## config.mk

```make
export PLATFORM = sky130hd
export DESIGN_NAME = call_dispatch
export DESIGN_NICKNAME = d
export VERILOG_FILES = /design/src/rtl/call_dispatch.sv
export SDC_FILE = /design/constraint.sdc
export NUM_CORES = 1
export LEC_CHECK = 0
export BUFFER_PORTS_ARGS = -buffer_cell sky130_fd_sc_hd__buf_4
export CAP_MARGIN = 30
export CORE_MARGIN = 10
export CORE_UTILIZATION = 38
export CTS_BUF_LIST = sky130_fd_sc_hd__clkbuf_8
export DETAILED_ROUTE_END_ITERATION = 10
export GPL_TIMING_DRIVEN = 0
export PLACE_DENSITY = 0.65
export SLEW_MARGIN = 20
export SYNTH_ARGS = -nofsm -noshare
export SYNTH_HDL_FRONTEND = slang
export SYNTH_SLANG_ARGS = --single-unit
export TNS_END_PERCENT = 50
```

## constraint.sdc

```tcl
create_clock -name clk -period 15.9 [get_ports clk]
set_clock_uncertainty 0.1 [all_clocks]
set_input_delay 3.18 -clock clk [delete_from_list [all_inputs] [get_ports clk]]
set_output_delay 3.18 -clock clk [all_outputs]
set_load 0.03 [all_outputs]
```

## src/rtl/call_dispatch.sv

```systemverilog
`default_nettype none
// ============================================================================
// Module   : call_dispatch
// Brief    : Hall-call latch and nearest-floor dispatcher for a single lift car.
//            Optional acceptance timeout enabled by macro CALL_TIMEOUT_EN.
// Revision : 1.0 - initial release
// ============================================================================
module call_dispatch #(
    parameter int NUM_FLOORS  = 8,
    parameter int TIMEOUT_CYC = 16
) (
    input  logic                  clk,
    input  logic                  rst_n,
    input  logic [NUM_FLOORS-1:0] call_req_i,
    input  logic [2:0]            elev_f_i,
    input  logic                  busy_i,
    output logic [2:0]            pass_f_o,
    output logic                  call_o,
    output logic [NUM_FLOORS-1:0] pending_o,
    output logic                  timeout_o
);

    typedef enum logic [1:0] {
        S_IDLE  = 2'd0,
        S_ISSUE = 2'd1,
        S_SERVE = 2'd2
    } state_t;

    state_t                  state_q, state_d;
    logic [NUM_FLOORS-1:0]   pending_q, pending_d;
    logic [2:0]              pass_f_q, pass_f_d;
    logic                    call_q, call_d;
    logic [NUM_FLOORS-1:0]   clr;
    logic [NUM_FLOORS-1:0]   pass_onehot;
    logic [2:0]              sel_f;
    logic [3:0]              sel_dist;
    logic [3:0]              cand_dist;

`ifdef CALL_TIMEOUT_EN
    localparam int CNT_W = $clog2(TIMEOUT_CYC + 1);
    logic [CNT_W-1:0]        cnt_q, cnt_d;
    logic                    timeout_q, timeout_d;
`endif

    // Ascending scan with strict less-than keeps the lower index on a tie.
    always_comb begin
        sel_f     = 3'd0;
        sel_dist  = 4'hF;
        cand_dist = 4'h0;
        for (int i = 0; i < NUM_FLOORS; i++) begin
            if (4'(i) >= {1'b0, elev_f_i})
                cand_dist = 4'(i) - {1'b0, elev_f_i};
            else
                cand_dist = {1'b0, elev_f_i} - 4'(i);
            if (pending_q[i] && (cand_dist < sel_dist)) begin
                sel_dist = cand_dist;
                sel_f    = 3'(i);
            end
        end
    end

    always_comb begin
        pass_onehot = '0;
        for (int i = 0; i < NUM_FLOORS; i++) begin
            pass_onehot[i] = (pass_f_q == 3'(i));
        end
    end

    always_comb begin
        state_d  = state_q;
        pass_f_d = pass_f_q;
        call_d   = call_q;
        clr      = '0;
`ifdef CALL_TIMEOUT_EN
        cnt_d     = cnt_q;
        timeout_d = 1'b0;
`endif
        case (state_q)
            S_IDLE: begin
                call_d = 1'b0;
                if ((|pending_q) && !busy_i) begin
                    pass_f_d = sel_f;
                    call_d   = 1'b1;
                    state_d  = S_ISSUE;
`ifdef CALL_TIMEOUT_EN
                    cnt_d    = '0;
`endif
                end
            end
            S_ISSUE: begin
                if (busy_i) begin
                    call_d  = 1'b0;
                    clr     = pass_onehot;
                    state_d = S_SERVE;
                end
`ifdef CALL_TIMEOUT_EN
                else if (cnt_q == CNT_W'(TIMEOUT_CYC - 1)) begin
                    // Give up on this issue; the pending bit stays for reselection.
                    call_d    = 1'b0;
                    timeout_d = 1'b1;
                    state_d   = S_IDLE;
                end else begin
                    cnt_d = cnt_q + 1'b1;
                end
`endif
            end
            S_SERVE: begin
                call_d = 1'b0;
                if (!busy_i)
                    state_d = S_IDLE;
            end
            default: begin
                call_d  = 1'b0;
                state_d = S_IDLE;
            end
        endcase
        pending_d = (pending_q & ~clr) | call_req_i;
    end

    always_ff @(posedge clk) begin
        if (!rst_n) begin
            state_q   <= S_IDLE;
            pending_q <= '0;
            pass_f_q  <= 3'd0;
            call_q    <= 1'b0;
`ifdef CALL_TIMEOUT_EN
            cnt_q     <= '0;
            timeout_q <= 1'b0;
`endif
        end else begin
            state_q   <= state_d;
            pending_q <= pending_d;
            pass_f_q  <= pass_f_d;
            call_q    <= call_d;
`ifdef CALL_TIMEOUT_EN
            cnt_q     <= cnt_d;
            timeout_q <= timeout_d;
`endif
        end
    end

    assign pass_f_o  = pass_f_q;
    assign call_o    = call_q;
    assign pending_o = pending_q;
`ifdef CALL_TIMEOUT_EN
    assign timeout_o = timeout_q;
`else
    assign timeout_o = 1'b0 & (TIMEOUT_CYC > 0);
`endif

endmodule
`default_nettype wire

```

==> results of run 1 <==
## area by class of cell
cell class,instances,share of cell area
buffer,9,0.0245
clock buffer,3,0.0155
inverter,17,0.0240
multi-input combinational,257,0.723
sequential,14,0.106
tap,75,0.0353
timing repair buffer,26,0.0721
## registers in the layout, indices dropped and copies added, names as in the netlist
signal / cells
pass_f_o: 3
pending_o: 8
call_o: 1
state_q: 2
## power by group through the flow
stage	Clock [W]	Sequential, W	Combinational, W
4_1_cts	0.0000286	0.0000425	0.000133
3_3_place_gp	0	0.0000431	0.000129
3_5_place_dp	0	0.0000432	0.000132
5_1_grt	0.0000303	0.0000429	0.000150
6_report	0.0000285	0.0000424	0.000133
2_1_floorplan	0	0.0000475	0.0000969
## through the flow
step | cell area (um2) | hold slack [ns] | instances
6_report | 2660 | 0.364 | 401
5_1_grt | 2660 | 0.398 | 401
4_1_cts | 2650 | 0.367 | 400
3_5_place_dp | 2610 | 0.355 | 397
3_3_place_gp | 2610 | 0.356 | 397
2_1_floorplan | 2330 | 0.387 | 297
## routing by layer
metal | up-vias | GRT usage | part of all wire
met2 | 44 | 0.217 | 0.48
met1 | 1068 | 0.155 | 0.47
met5 | - | 0 | 0
li1 | 1184 | - | -
met3 | 11 | 0.0148 | 0.030
met4 | 0 | 0.0331 | 0.018
## cells by family (layout without fill, tap and decap cells)
family,count (synthesis),in the layout,synth area share
and+or+nand+nor,110,110,0.261
DFF,14,14,0.121
buffers and inverters,26,55,0.0554
AOI/OAI and AO/OA,107,107,0.361
adders and majority gates,27,27,0.144
muxes,10,10,0.0527
xor gates and xnor gates,1,1,0.00377
other,1,2,0.00161
## worst max-delay path, delay by kind of cell
kind | cells | cell delay [ns]
buffers and inverters | 6 | 0.87
multiplexers | 3 | 0.94
AND/OR/NAND/NOR | 13 | 2.15
adder cells (fa/ha/maj) | 8 | 2.43
AO/OA/AOI/OAI | 20 | 4.78
## worst max-delay path by stage
stage	start	slack (ns)	to
floorplan	elev_f_i[0]	3.04	pass_f_o[2]$_SDFFE_PN0P_
global placement	elev_f_i[0]	1.48	pass_f_o[2]$_SDFFE_PN0P_
detailed placement	elev_f_i[0]	1.34	pass_f_o[2]$_SDFFE_PN0P_
CTS	elev_f_i[0]	1.59	pass_f_o[2]$_SDFFE_PN0P_
global route	elev_f_i[0]	0.48	pass_f_o[2]$_SDFFE_PN0P_
finish	elev_f_i[0]	1.55	pass_f_o[2]$_SDFFE_PN0P_
## layout by cell type (no fill, tap or decap), types with 3 or more instances in the layout
cell and count:
inv_1 15, mux2i_1 4, ha_1 26, dfxtp_1 14
clkbuf_1 3, nor4_1 3, nor3_1 6, a211o_1 3
nor3b_1 3, o31a_1 6, o21ai_1 4, a21oi_1 19
mux2_2 4, a22o_1 3, clkbuf_8 3, a211oi_1 5
a31oi_1 7, nand3_1 12, nand2b_1 7, nand2_1 25
nor2_1 21, buf_4 29, o21ai_0 15, and3_1 4
o21a_1 8, nor2b_1 14, a21o_1 5
==> results.json, run 1 <==
{
  "pwr-share-seq": 0.208,
  "power.switching_fraction": 0.466,
  "dp.final_hpwl_um": 5140,
  "worst_endpoint_required_time_ns": 15.92,
  "reg2reg_from": "pending_o[0]$_SDFF_PN0_",
  "yosys.cell_count.top_type": "ha_1",
  "avgViaCountPerCell": 5.75,
  "rows": 28,
  "firstDrtPassIters": 4,
  "final_antenna_net_count": 0,
  "yosys-top-cells-count": "ha_1, nand2_1, nor2_1",
  "fmax_mhz": 69.7,
  "postCtsResizedCells": 0,
  "rsz0062_at_grt": "no",
  "post_cts_hold_buffer_count": 0,
  "tritoncts_clock_tree": "yes",
  "yosys_register_bits": 14,
  "yosys_warnings": 0,
  "crit_top_cell": "ha_1",
  "power.clock.fraction": 0.139,
  "ys.flop_type": "dfxtp_1",
  "preCtsSetupSlack_ns": 1.34,
  "report.final.setup_viol": 0,
  "ir_drop_mv": 0.0556,
  "cts.sinks": 14,
  "path_max_fanout": 12,
  "wl_um": 6410,
  "mappedNetlistArea_um2": 2320,
  "ioPinCount": 27,
  "cp.arrival_ns": 14.36,
  "die_width_um": 98.2,
  "critPathKind": "in2reg",
  "synth.yosys.seq_area_share": 0.121,
  "netlist.top_cell.by_area": "ha_1",
  "track_usage": 0.124,
  "holdPathStages": 1,
  "synth_top_cells_by_area": "ha_1, dfxtp_1, a21oi_1",
  "critPathLaunchType": "primary input",
  "fin_setup_tns_ns": 0,
  "worstSkewPairLatency_ns": 0.24,
  "clock_buffers_created_by_tritoncts": 3,
  "hold_violations": 0,
  "power_after_layout_w": 0.000204,
  "maxCapViolCount": 0,
  "synth_top_cell_area_share": 0.140,
  "sequential_cell_area_um2": 280,
  "regToRegSetupSlack_ns": 5.12,
  "post_route_cells_drive_above_1_share": 0.175,
  "number_of_global_route_vias_before_repair": 2204,
  "comb_power_share": 0.653,
  "ctsRootBufferMaster": "clkbuf_8",
  "power-per-cell-area_nw_per_um2": 76.9,
  "fin_crit_sh": 0.902,
  "drv_slew": 0,
  "antenna_found_initial": 0,
  "multi_input_comb_area_um2": 1920,
  "timing.hold.worst.start": "call_o$_SDFFE_PN0P_",
  "syn_to_final_growth_pct": 14.3,
  "synth_edf_count": 0,
  "place_congestion": 0.904,
  "cts.repair_timing.setup_buffer_count": 0,
  "core_footprint_um2": 5920,
  "grt_max_degree": 13,
  "cell_internal_power_w": 0.000109,
  "static-leakage-power_nw": 1.11,
  "floorplan.initialDensity": 0.393,
  "route.vias.total": 2307,
  "p_sw_w": 0.0000952,
  "reg2reg_depth": 46,
  "r2r-end": "pass_f_o[2]$_SDFFE_PN0P_",
  "critPathMaxStageDelay_ns": 0.44,
  "final_critical_path_setup_slack_ns": 1.55,
  "final_nets": 368,
  "critical_path_capture_point_type": "register",
  "num-fill-cells": 607,
  "cts-root-to-sink-buffers": 2,
  "remaining_drc_errors": 0,
  "cpMaxStageDelayCell": "nor4_1",
  "total_grt_overflow": 0,
  "post_drt_wl_per_cell_um": 16.0,
  "syn_inst": 296,
  "cts_htree_levels": 1,
  "dieArea_um2": 9650,
  "antenna-diode-count": 0,
  "worst_slew_pin_slew_ns": 0.705,
  "final_period_minus_worst_setup_slack_ns": 14.35,
  "outcome": "complete, no violations",
  "worst_hold_path_ep": "call_o$_SDFFE_PN0P_",
  "yosys.cell_types.count": 73,
  "worst_hold_path_type": "reg2reg",
  "finalCoreUtilization": 0.449,
  "grt_first_pass_wirelength_um": 10500,
  "die_height_um": 98.2,
  "syn-mean-instance-area_um2": 7.85,
  "slew_headroom": 0.529,
  "synth_async_sr_flop_share": 0,
  "port_buffers": 25,
  "drt_first_iter_violations": 139,
  "cts.reportedPaths.clkPinSlew_ns": 0.05
}
(Power assumes the default switching activity.)
==> run 2, diff against run 1 <==
- PLACE_DENSITY: 0.65 -> unset
- SLEW_MARGIN: 20 -> unset
==> results.json, run 2 (same netlist as run 1, synthesis figures left out) <==
{
  "tritoncts_clock_tree": "yes",
  "p_sw_w": 0.0000963,
  "critPathKind": "in2reg",
  "cts.repair_timing.setup_buffer_count": 0,
  "die_height_um": 98.2,
  "cts.sinks": 14,
  "grt_first_pass_wirelength_um": 10700,
  "post_route_cells_drive_above_1_share": 0.177,
  "cp.arrival_ns": 14.35,
  "ir_drop_mv": 0.0570,
  "power-per-cell-area_nw_per_um2": 78.9,
  "report.final.setup_viol": 0,
  "syn_to_final_growth_pct": 14.8,
  "port_buffers": 25,
  "preCtsSetupSlack_ns": 1.48,
  "core_footprint_um2": 5920,
  "cpMaxStageDelayCell": "a21boi_1",
  "ioPinCount": 27,
  "crit_top_cell": "ha_1",
  "final_critical_path_setup_slack_ns": 1.58,
  "antenna-diode-count": 0,
  "post_cts_hold_buffer_count": 0,
  "hold_violations": 0,
  "track_usage": 0.126,
  "layout.cells.most_common": "buf_4",
  "largest_register_ffs": 8,
  "power.switching_fraction": 0.458,
  "dp.final_hpwl_um": 5190,
  "worstSkewPairLatency_ns": 0.25,
  "reg2reg_from": "pending_o[0]$_SDFF_PN0_",
  "rows": 28,
  "route.vias.total": 2309,
  "multi_input_comb_area_um2": 1920,
  "die_width_um": 98.2,
  "fin_crit_sh": 0.901,
  "post_drt_wl_per_cell_um": 16.0,
  "worst_hold_path_type": "reg2reg",
  "cts_htree_levels": 1,
  "remaining_drc_errors": 0,
  "firstDrtPassIters": 5,
  "critPathMaxStageDelay_ns": 0.46,
  "comb_power_share": 0.632,
  "cts-root-to-sink-buffers": 2,
  "fmax_mhz": 69.8,
  "place_congestion": 0.905,
  "worst_slew_pin_slew_ns": 0.699,
  "slew_headroom": 0.522,
  "number_of_global_route_vias_before_repair": 2173,
  "worst_endpoint_required_time_ns": 15.93,
  "wl_um": 6410,
  "cell_internal_power_w": 0.000114,
  "maxCapViolCount": 0,
  "timing.hold.worst.start": "call_o$_SDFFE_PN0P_",
  "total_grt_overflow": 0,
  "cts.reportedPaths.clkPinSlew_ns": 0.06,
  "pwr-share-seq": 0.202,
  "avgViaCountPerCell": 5.74,
  "drt_first_iter_violations": 204,
  "antenna_found_initial": 0,
  "postCtsResizedCells": 0,
  "path_max_fanout": 12,
  "fin_setup_tns_ns": 0,
  "mostFrequentLayoutCells": "buf_4, ha_1, nand2_1, nor2_1, a21oi_1",
  "timing.critical_path.buf_inv": 6,
  "clock_buffers_created_by_tritoncts": 3,
  "drv_slew": 0,
  "cell_class_contributing_the_biggest_share_of_worst_path_delay": "compound AO/OA/AOI/OAI gates",
  "power.clock.fraction": 0.166,
  "rsz0062_at_grt": "no",
  "ctsRootBufferMaster": "clkbuf_8",
  "final_nets": 368,
  "final_period_minus_worst_setup_slack_ns": 14.32,
  "final_antenna_net_count": 0,
  "floorplan.initialDensity": 0.393,
  "num-fill-cells": 596,
  "static-leakage-power_nw": 1.12,
  "grt_max_degree": 13,
  "sequential_cell_area_um2": 280,
  "setup.worst_path.start": "elev_f_i[0]",
  "outcome": "complete, no violations",
  "critical_path_capture_point_type": "register",
  "critPathLaunchType": "primary input",
  "dieArea_um2": 9650
}
-- run 2: changes by cell type in the layout (fill, tap and decap cells not counted), sizes merged --
| cell | before | now |
|---|---|---|
| buf | 32 | 33 |
-- run 2: metrics by stage --
step	area, um2	hold WS [ns]	power (W)	cells	utilization
after floorplan	2330	0.387	0.000144	297	-
after global placement	2610	0.356	0.000174	397	0.441
after detailed placement	2610	0.356	0.000175	398	0.441
after CTS	2670	0.370	0.000210	402	0.451
after global routing	2670	0.395	0.000229	402	0.451
final	2670	0.367	0.000210	402	0.451
-- run 2: worst paths after layout --
| path | to | slack (ns) | cells past startpoint |
|---|---|---|---|
| hold reg to reg | call_o$_SDFFE_PN0P_ | 0.37 | 1 |
| setup / recovery | pass_f_o[2]$_SDFFE_PN0P_ | 1.58 | 51 |
| setup reg to reg | pass_f_o[2]$_SDFFE_PN0P_ | 5.15 | 47 |
| hold / removal | call_o$_SDFFE_PN0P_ | 0.37 | 1 |
-- run 2: layout make-up --
type,instances,area share
multi-input cells,257,0.719
clock buffers,4,0.0206
inverters,17,0.0239
plain buffers,9,0.0244
flip-flops and latches,14,0.105
well taps,75,0.0352
repair buffers,26,0.0717
-- run 2: metal layers --
layer | GRT usage | wire length [um]
met5 | 0 | 0
met4 | 0.0232 | 51
met3 | 0.0169 | 235
met2 | 0.205 | 3050
met1 | 0.171 | 3070
-- run 2: power by group through the flow --
stage | clock network (W) | logic (W) | registers (W)
finish | 0.0000350 | 0.000133 | 0.0000424
global route | 0.0000372 | 0.000148 | 0.0000430
CTS | 0.0000357 | 0.000132 | 0.0000424
detailed placement | 0 | 0.000132 | 0.0000432
global placement | 0 | 0.000130 | 0.0000432
floorplan | 0 | 0.0000969 | 0.0000475
